<file path="config.mk">
export PLATFORM = sky130hd
export DESIGN_NAME = seg_scan_driver
export DESIGN_NICKNAME = d
export VERILOG_FILES = /design/src/rtl/seg_pkg.sv /design/src/rtl/hex_to_seg.sv /design/src/rtl/seg_scan_driver.sv
export SDC_FILE = /design/constraint.sdc
export NUM_CORES = 1
export LEC_CHECK = 0
export ABC_AREA = 1
export CORE_ASPECT_RATIO = 0.7
export CORE_MARGIN = 1.5
export CORE_UTILIZATION = 56
export DETAILED_ROUTE_END_ITERATION = 6
export PLACE_DENSITY = 0.94
export SYNTH_ARGS = -nofsm -noshare
export SYNTH_HDL_FRONTEND = slang
export SYNTH_HIERARCHICAL = 1
export SYNTH_SLANG_ARGS = --single-unit
</file>
<file path="constraint.sdc">
create_clock -name clk -period 2.6 [get_ports clk]
set_clock_uncertainty 0.05 [all_clocks]
set_input_delay 0.78 -clock clk [delete_from_list [all_inputs] [get_ports clk]]
set_output_delay 0.78 -clock clk [all_outputs]
set_load 0.01 [all_outputs]
</file>
<file path="src/rtl/seg_pkg.sv">
// Shared constants for the 7-segment scan driver: segment bit order,
// active-low hex patterns and the all-dark codes.
package seg_pkg;

  // Segment bit order on seg_n, MSB first.
  typedef struct packed {
    logic dp;
    logic g;
    logic f;
    logic e;
    logic d;
    logic c;
    logic b;
    logic a;
  } seg_t;

  localparam logic [7:0] SEG_BLANK = 8'hFF;
  localparam logic [5:0] DIG_OFF   = 6'h3F;

  // Active-low {dp,g..a} with dp off, indexed by nibble value.
  localparam logic [7:0] SEG_HEX [16] = '{
    8'hC0, 8'hF9, 8'hA4, 8'hB0, 8'h99, 8'h92, 8'h82, 8'hF8,
    8'h80, 8'h90, 8'h88, 8'h83, 8'hC6, 8'hA1, 8'h86, 8'h8E
  };

endpackage

</file>
<file path="src/rtl/hex_to_seg.sv">
// Combinational nibble to active-low {g..a} segment pattern.
module hex_to_seg
  import seg_pkg::*;
(
  input  logic [3:0] nibble,
  output logic [6:0] seg_n
);

  logic [7:0] pattern;

  always_comb begin
    pattern = SEG_HEX[nibble];
    seg_n   = pattern[6:0];
  end

endmodule

</file>
<file path="src/rtl/seg_scan_driver.sv">
// Time-multiplexed 6-digit common-anode display scanner with ghost guard,
// per-digit blanking and decimal points. All outputs are registered.
module seg_scan_driver
  import seg_pkg::*;
#(
  parameter int SCAN_DIV     = 50000,
  parameter int BLANK_CYCLES = 16,
  parameter int NUM_DIGITS   = 6
) (
  input  logic       clk,
  input  logic       rst,
  input  logic       en,
  input  logic [3:0] data_in,
  input  logic [5:0] dp_in,
  input  logic [5:0] blank_mask,
  output logic [2:0] sel,
  output logic [5:0] dig_n,
  output logic [7:0] seg_n,
  output logic       frame_tick
);

  localparam int              CW        = (SCAN_DIV > 1) ? $clog2(SCAN_DIV) : 1;
  localparam logic [CW-1:0]   DIV_LAST  = CW'(SCAN_DIV - 1);
  localparam logic [CW-1:0]   GUARD_END = CW'(BLANK_CYCLES);
  localparam logic [2:0]      SEL_LAST  = 3'(NUM_DIGITS - 1);

  logic [CW-1:0] div_cnt;
  logic [6:0]    hex_n;
  logic          slot_end;
  logic          guard;
  logic          masked;
  logic [5:0]    dig_nxt;
  seg_t          seg_nxt;
  seg_t          seg_q;

  hex_to_seg u_hex (
    .nibble (data_in),
    .seg_n  (hex_n)
  );

  // Guard looks at the pre-edge count, so the first BLANK_CYCLES output
  // cycles of a slot are dark while the mux settles onto the new sel.
  always_comb begin
    slot_end = (div_cnt == DIV_LAST);
    guard    = (div_cnt < GUARD_END);
    masked   = blank_mask[sel];
    dig_nxt  = DIG_OFF;
    if (!guard && !masked) dig_nxt = ~(6'b1 << sel);
    seg_nxt  = seg_t'(SEG_BLANK);
    if (!masked) seg_nxt = seg_t'({~dp_in[sel], hex_n});
  end

  always_ff @(posedge clk) begin
    if (rst) begin
      div_cnt    <= '0;
      sel        <= '0;
      dig_n      <= DIG_OFF;
      seg_q      <= seg_t'(SEG_BLANK);
      frame_tick <= 1'b0;
    end else if (en) begin
      div_cnt    <= slot_end ? '0 : div_cnt + 1'b1;
      if (slot_end) sel <= (sel == SEL_LAST) ? 3'd0 : sel + 3'd1;
      dig_n      <= dig_nxt;
      seg_q      <= seg_nxt;
      frame_tick <= slot_end && (sel == SEL_LAST);
    end else begin
      dig_n      <= DIG_OFF;
      seg_q      <= seg_t'(SEG_BLANK);
      frame_tick <= 1'b0;
    end
  end

  assign seg_n = seg_q;

endmodule

</file>
# After elaboration in Yosys (flattened, before gate mapping)
# Memories as Yosys holds them, arrays and structs flattened. A register that Yosys moved wholly into a read port is not among the register bits.
# Cells that the tools add are included.
[totals] ff_bits=27 input_bits=19 rom_bits=128 wordCells=32 output_inout_bits=18 memories=1
[memory_table] name="(no name shown)" words=16 word_bits=8 rd=1 rd_clocked_by_memory_dff=1 wr=0 line="hex_to_seg.sv:12" text="pattern = SEG_HEX[nibble];"
[op_classes] shift=1 n_eq_ne=2 n_lt_le_gt_ge=2 bitwise_logic=5 addsub=2 n_reduce_logical=8 muxes=6
[ops] operator="adder 16 x 1 -> 16 bit, second input constant" n=1
[ops] operator="equality test 16 bit, second input constant" n=1
[ops] operator="< comparator 16 x 5 -> 1 bit, second input constant" n=1
[ops] operator="2-to-1 mux 16 bit" n=1
[ops] operator="binary-select mux 1 bit (select 3 bit)" n=2
[ops] operator="NOT 6 bit" n=1
[ops] operator="OR reduction 3 bit" n=2
[ops] operator="<< shifter 1 x 3 -> 6 bit, first input constant" n=1
[ops] operator="NOT 4 -> 5 bit" n=1
[ops] operator="< comparator 3 x 4 -> 1 bit, second input constant" n=1
[ops] operator="adder 3 x 1 -> 3 bit, second input constant" n=1
[ops] operator="equality test 3 bit, second input constant" n=1
[ops] operator="2-to-1 mux 3 bit" n=1
[ops] operator="NOT 1 bit" n=3
[ops] operator="logical AND 1 bit" n=2
[ops] operator="zero test 1 bit" n=2
[ops] operator="2-to-1 mux 1 bit" n=2
[ops] operator="AND reduction 2 bit" n=1
[ops] operator="OR reduction 2 bit" n=1

# Logic depth before layout (Yosys ltp)
# Gate-level depths: netlist of the first run.
[depth] ltp_word=6 ltp_mapped=9 mapped_depth_nobuf=9

# Hierarchy
# The synthesis of the first run kept the hierarchy.
[by_module_without_submodules] module="seg_scan_driver" n_inst=1 seq_area_each_um2=680.7 cells_each=244 area_per_inst_um2=1686.6
[by_module_without_submodules] module="hex_to_seg" n_inst=1 seq_area_each_um2=0.0 cells_each=49 area_per_inst_um2=274.0

# Worst setup path before layout of the first run
# No wires, ideal clock.
[synth_path] path_type="in2reg" start="input blank_mask[2]" end="register seg_q, in the netlist seg_n[1]" n_path_buf=1 setup_ns=0.113 arrival_time_ns=1.402 slack_ns=1.035 path_stages=6 t_required_ns=2.437 cell_sequence="nand3_1 -> nand4_1 -> nand2_1 -> and2_4 -> buf_6 -> nand2_1"
[synth_via] elab_chain_cells=3
[synth_lines] element="start, declared" line="seg_scan_driver.sv:15" text="input logic [5:0] blank_mask,"
[synth_lines] element="binary-select mux 1 bit (select 3 bit)" line="seg_scan_driver.sv:46" text="masked = blank_mask[sel];"
[synth_lines] element="2-to-1 mux 1 bit (not written as such)" line="seg_scan_driver.sv:46"
[synth_lines] element="OR reduction 3 bit (no source line)"
[synth_lines] element="end signal, assigned" line="seg_scan_driver.sv:58" text="seg_q <= seg_t'(SEG_BLANK);"
[synth_lines] element="end signal, assigned" line="seg_scan_driver.sv:64" text="seg_q <= seg_nxt;"
[synth_lines] element="end signal, assigned" line="seg_scan_driver.sv:68" text="seg_q <= seg_t'(SEG_BLANK);"
[synth_lines] element="end, declared" line="seg_scan_driver.sv:34" text="seg_t seg_q;"
# No other way between the ends. The select of a mux whose other input is x is not followed.
# A chain may end at the register's enable or synchronous reset.

# Worst setup path after layout of the first run
[layout_path] start="register sel[0]" end="output sel[0]"
[layout_lines] element="start, declared" line="seg_scan_driver.sv:16" text="output logic [2:0] sel,"
[layout_lines] element="start signal, assigned" line="seg_scan_driver.sv:62" text="if (slot_end) sel <= (sel == SEL_LAST) ? 3'd0 : sel + 3'd1;"
# No word-level cell between the ends.

==> results of run 1 <==
-- state kept, by name, indices dropped and copies added, names as in the netlist --
register,count
dig_n,6
div_cnt,16
frame_tick,1
seg_n,8
sel,3
-- stage by stage --
step / std cells / area [um^2] / hold WS, ps / total power (W) / worst slack (ps)
final: 379 / 2480 / 469 / 0.00124 / 299
after global routing: 379 / 2480 / 497 / 0.00127 / 237
after CTS: 379 / 2480 / 471 / 0.00124 / 307
after detailed placement: 371 / 2340 / 459 / 0.000659 / 279
after global placement: 371 / 2340 / 443 / 0.000654 / 339
after floorplan: 293 / 1960 / 415 / 0.000608 / 1040
-- layer usage --
layer,vias up,global-route usage,wire length [um]
met5,-,0,0
met4,0,0.133,142
met3,22,0.0615,473
met2,124,0.432,2250
met1,901,0.348,2050
li1,1000,-,-
-- worst register-to-register path, stage by stage, from the launching register on --
cell      delay [ps]
dfxtp_1          570
nand2_1          130
clkinv_1          80
ha_1             220
or2_2            300
inv_1             70
nor2_1            50
nor2_1           150
-- cell families after synthesis --
kind of cell | count (synthesis) | synth area share
and+or+nand+nor | 181 | 0.429
buffers and inverters | 51 | 0.110
DFF | 34 | 0.347
AOI/OAI and AO/OA | 16 | 0.0472
adders and majority gates | 9 | 0.0574
xor gates and xnor gates | 2 | 0.00894
-- where the power goes --
group | switching (W) | internal [W] | total [W]
sequential | 0.00000465 | 0.000528 | 0.000533
clock | 0.000204 | 0.000384 | 0.000588
combinational | 0.0000635 | 0.0000559 | 0.000119
-- layout make-up --
type / instances / area, um^2 / share of cell area
timing repair buffer: 37 / 368 / 0.148
sequential: 34 / 681 / 0.275
clock buffer: 5 / 68.8 / 0.0278
clock inverter: 3 / 68.8 / 0.0278
multi-input combinational: 208 / 1060 / 0.429
inverter: 45 / 169 / 0.0682
tap: 47 / 58.8 / 0.0237
-- synthesized netlist by cell type (2+ instances only) --
cell type / n / area share
nor2_4: 3 / 0.017
a21oi_1: 5 / 0.013
dfxtp_1: 34 / 0.35
buf_2: 2 / 0.0051
nor3_1: 8 / 0.020
buf_6: 3 / 0.017
inv_1: 40 / 0.077
nand2_2: 2 / 0.0064
nand2_4: 2 / 0.011
nor2_1: 42 / 0.080
nand3_1: 33 / 0.084
nand2_1: 71 / 0.14
ha_1: 9 / 0.057
nand4_1: 12 / 0.038
o21ai_0: 5 / 0.013
or2_2: 2 / 0.0064
inv_2: 4 / 0.0077
-- worst max path at each step --
stage | startpoint | cells past startpoint | slack [ps] | to
final | sel[0] | 1 | 300 | sel[0]
after global routing | sel[0] | 1 | 240 | sel[0]
after CTS | sel[0] | 1 | 310 | sel[0]
after detailed placement | en | 8 | 280 | div_cnt[9]
after global placement | en | 8 | 340 | div_cnt[13]
after floorplan | blank_mask[2] | 6 | 1040 | seg_n[1]
==> results.txt, run 1 <==
Status: finished clean
Critical path class: reg -> out
Most frequent cells in the layout: 71 x nand2_1, 42 x nor2_1, 40 x inv_1
Die area: 0.00387 mm^2
Maximum capacitance violations: 0
Worst EP required: 1770 ps
Global-route wire length before repair: 7.85 mm
Hold Crit Depth: 2
Layout Nets: 359
Aggregate global routing overflow: 0
Reg2reg end: sel[2]
Post-synthesis sequential area ratio: 0.347
Final max-slew violation count: 0
Highest-delay cell along the critical path: clkdlybuf4s50_1
Clock root cell: clkbuf_8
Slack of the worst reg-to-reg path: 930 ps
DR vias/cell: 5.40
Crit path DAT: 1470 ps
Max VDD drop: 0.542 mV
CTS tree: done
Startpoint Class: flip-flop
Endpoints failing setup: 0
Antenna cell count: 0
Final core occ: 0.761
Post-synthesis cell type count: 33
F_max: 0.435 GHz
Pwr Density: 501 mW/mm^2
Share of cells above drive strength 1: 0.0783
Slew Limit Headroom: 0.697
Pin count of the biggest net entering global routing: 13
Leakage: 1.12 nW
Cell Rows: 17
Hold Crit Class: reg -> reg
Port bufs: 36
Syn avg cell area: 6.69 um^2
Initial antenna violation count: 0
Remaining DRCs: 0
Vias: 2,047
Worst-path maximum fanout: 9
Slowest stage delay, CP: 610 ps
Clock-pin slew on the worst setup and hold paths: 70 ps
Num CTS Buffers: 5
H-tree Lvls: 2
Crit path capture type: output pin
Die X: 73.7 um
Syn. warnings: 6
Buffers and inverters on the worst path: 1
Post-CTS Repair Setup Buffers: 0
Die height: 52.5 um
Post-synth ARST share: 0
Post-Syn Area: 0.00196 mm^2
Syn Nets: 321
Final RePlAce weighted congestion: 0.920
Worst Hold Path EP: div_cnt[0]
Area Growth Syn to Fin: 26.4%
Most common cell after layout, fill and taps aside: nand2_1
#FFs+latches synth: 34
Synth Flop Type: dfxtp_1
Length in cells of the worst reg-to-reg path: 7
Post-route antenna net violation count: 0
Clock insertion delay at the later pin of the skew report: 290 ps
CP cell instances: clkdlybuf4s50_1
Slew of the pin with the lowest slew margin: 453 ps
GRT Total Usage: 0.272
Ports: 37
Final hold violation count: 0
Vias in the first global route: 1,791
Post-synth EDFFs: 0
Worst r2r src: sel[0]
Tcrit/Tclk final: 0.885
Final WL: 4.91 mm
Hold Crit Start: div_cnt[0]
Setup Total Neg Slack: 0 ps
Hold buffer count at CTS: 0
Router iterations before antenna repair: 7
CP top delay family: buffers and inverters
DR iter-0 viols: 160
Fillcell total: 232
Max Buffers Root-to-Sink: 2
DR WL/cell: 12.9 um
CTS sink cnt: 34
RSZ-0062 raised after global routing: false
Final HPWL DP: 3.45 mm
Fin crit period: 2300 ps
Initial Util: 0.602
CTS resizes: 0
CORE AREA: 0.00325 mm^2
Synthesized instance count: 293
(Power assumes the default switching activity.)
==> inputs of run 2 (changes only) <==
--- a/config.mk
+++ b/config.mk
@@ -11,6 +11,7 @@
 export CORE_UTILIZATION = 56
 export DETAILED_ROUTE_END_ITERATION = 6
 export PLACE_DENSITY = 0.94
+export SLEW_MARGIN = 30
 export SYNTH_ARGS = -nofsm -noshare
 export SYNTH_HDL_FRONTEND = slang
 export SYNTH_HIERARCHICAL = 1
==> results of run 2 <==
Same layout as run 1: the final DEF is identical, and so are final timing and power.
==> inputs of run 3 (changes only) <==
--- a/config.mk
+++ b/config.mk
@@ -6,13 +6,13 @@
 export NUM_CORES = 1
 export LEC_CHECK = 0
 export ABC_AREA = 1
+export CAP_MARGIN = 10
 export CORE_ASPECT_RATIO = 0.7
 export CORE_MARGIN = 1.5
-export CORE_UTILIZATION = 56
+export CORE_UTILIZATION = 55
 export DETAILED_ROUTE_END_ITERATION = 6
-export PLACE_DENSITY = 0.94
+export PLACE_DENSITY = 0.93
 export SLEW_MARGIN = 30
 export SYNTH_ARGS = -nofsm -noshare
 export SYNTH_HDL_FRONTEND = slang
-export SYNTH_HIERARCHICAL = 1
 export SYNTH_SLANG_ARGS = --single-unit
==> results.txt, run 3 <==
Status: finished clean
DR iter-0 viols: 187
Most frequent cells in the layout: 57 x nand2_1, 50 x nor2_1, 36 x clkdlybuf4s50_1
CORE AREA: 0.00319 mm^2
Final max-slew violation count: 0
Hold Crit Class: reg -> reg
DR vias/cell: 5.31
Pwr Density: 440 mW/mm^2
CTS tree: done
Vias: 1,902
Hold Crit Start: div_cnt[0]
Initial Util: 0.586
Startpoint Class: flip-flop
Vias in the first global route: 1,671
Share of the synthesized area in the top cell type: 0.364
Synthesized instance count: 279
Pin count of the biggest net entering global routing: 12
Synth Flop Type: dfxtp_1
RSZ-0062 raised after global routing: false
Tcrit/Tclk final: 0.855
Top post-synthesis cells by area: dfxtp_1 36%, nand2_1 11%, nor2_1 10%, nand3_1 6.4%, inv_1 6.0%
Worst r2r src: div_cnt[1]
Area Growth Syn to Fin: 25.8%
Port bufs: 36
Ports: 37
Critical path class: reg -> out
Largest register FFs: 16
GRT Total Usage: 0.251
Post-synthesis sequential area ratio: 0.364
Slowest stage delay, CP: 600 ps
#FFs+latches synth: 34
Top-count cell post-synth: nand2_1
Max Buffers Root-to-Sink: 2
Slew Limit Headroom: 0.754
DR WL/cell: 12.3 um
Syn. warnings: 0
Crit path capture type: output pin
Post-synthesis cell type count: 28
Hold buffer count at CTS: 0
Router iterations before antenna repair: 5
Die height: 51.8 um
Total Power: 0.00104 W
Endpoints failing setup: 0
H-tree Lvls: 2
Remaining DRCs: 0
Leakage: 1.01 nW
Antenna cell count: 0
Clock root cell: clkbuf_8
Crit path DAT: 1390 ps
Worst path depth: 1
Aggregate global routing overflow: 0
Post-route antenna net violation count: 0
Most flops, register: div_cnt
F_max: 0.450 GHz
Buffers and inverters on the worst path: 1
Worst EP required: 1770 ps
Initial antenna violation count: 0
Crit path launch: sel[0]
Dominant cell type by area after synthesis: dfxtp_1
Num CTS Buffers: 5
CTS sink cnt: 34
Share of cells above drive strength 1: 0.0844
Setup Total Neg Slack: 0 ps
Layout Nets: 346
CP top delay family: buffers and inverters
Final RePlAce weighted congestion: 0.927
CP cell instances: clkdlybuf4s50_1
Syn avg cell area: 6.70 um^2
Die X: 72.7 um
Commonest cells post-synth: 57 x nand2_1, 50 x nor2_1, 34 x dfxtp_1, 30 x inv_1, 24 x nand3_1
Post-CTS Repair Setup Buffers: 0
Post-Place Worst Slack: 267 ps
Clock-pin slew on the worst setup and hold paths: 60 ps
Worst-path maximum fanout: 7
Syn Nets: 306
Final HPWL DP: 3.44 mm
Final WL: 4.40 mm
Fin crit period: 2220 ps
Fillcell total: 263
PnR worst setup slack: 377 ps
Post-synth EDFFs: 0
Post-Syn Area: 0.00187 mm^2
Highest-delay cell along the critical path: clkdlybuf4s50_1
Design area: 0.00235 mm^2
Most common cell after layout, fill and taps aside: nand2_1
Post-synth ARST share: 0
CTS resizes: 0
Die area: 0.00376 mm^2
Maximum capacitance violations: 0
Slew of the pin with the lowest slew margin: 369 ps
Max VDD drop: 0.266 mV
Final hold violation count: 0
Hold Crit Depth: 2
Length in cells of the worst reg-to-reg path: 8
Cell Area, Placed: 0.00226 mm^2
Global-route wire length before repair: 7.23 mm
Cell Rows: 17
Clock insertion delay at the later pin of the skew report: 280 ps
run 3: cell types whose count changed in the layout (fill, tap and decap cells not counted), sizes merged, moves of 3 or more:
cell    previous run  this run
nor2              47        54
nand3             33        24
nand2             75        68
a21oi              5        11
inv               44        32
clkinv             2         5
run 3: cell families (layout without fill, tap and decap cells):
| logic type | count (synthesis) | count (layout) | share of synthesized area |
|---|---|---|---|
| simple gates | 167 | 167 | 0.404 |
| buf+inv | 41 | 82 | 0.0890 |
| flops | 34 | 34 | 0.364 |
| compound gates | 27 | 27 | 0.0797 |
| fa+ha+maj | 8 | 8 | 0.0535 |
| xor+xnor | 2 | 2 | 0.00937 |
run 3: path summary, 6_finish.rpt:
check,to,slack [ps]
max,sel[0],380
min,div_cnt[0],470
max reg2reg,div_cnt[4],960
min reg2reg,div_cnt[0],470
run 3: area by class of cell:
type	instances	area (um^2)	area share
clock buffers	7	86.3	0.0367
multi-input cells	204	1020	0.435
repair buffers	38	375	0.160
well taps	38	47.5	0.0202
clock inverters	1	5.00	0.00213
inverters	36	135	0.0574
flip-flops and latches	34	681	0.289
run 3: per-layer routing:
metal	up-vias	GRT usage	wire, um
met4	0	0.0881	46
met5	-	0	0
met1	822	0.339	2120
met3	5	0.0659	388
li1	984	-	-
met2	91	0.390	1840
run 3: report_power, final:
part	leakage (nW)	switching [W]	internal, W
logic	0.686	0.0000539	0.0000517
registers	0.276	0.00000454	0.000529
clock network	0.0482	0.000184	0.000213
total	1.01	0.000242	0.000794
run 3: worst register-to-register path, stage by stage, from the launching register on:
cell      delay [ps]
dfxtp_1          380
ha_1             220
nand2_1           70
clkinv_1          70
nand2_1           50
nor2_1            90
nand3_1          230
nand2_1          290
nor2_1            80
run 3: stage by stage:
step,std cells,hold WS (ps),utilization
6_report,358,467,0.737
4_1_cts,358,465,0.737
5_1_grt,358,508,0.737
3_5_place_dp,350,454,0.709
3_3_place_gp,350,451,0.709
2_1_floorplan,279,421,-
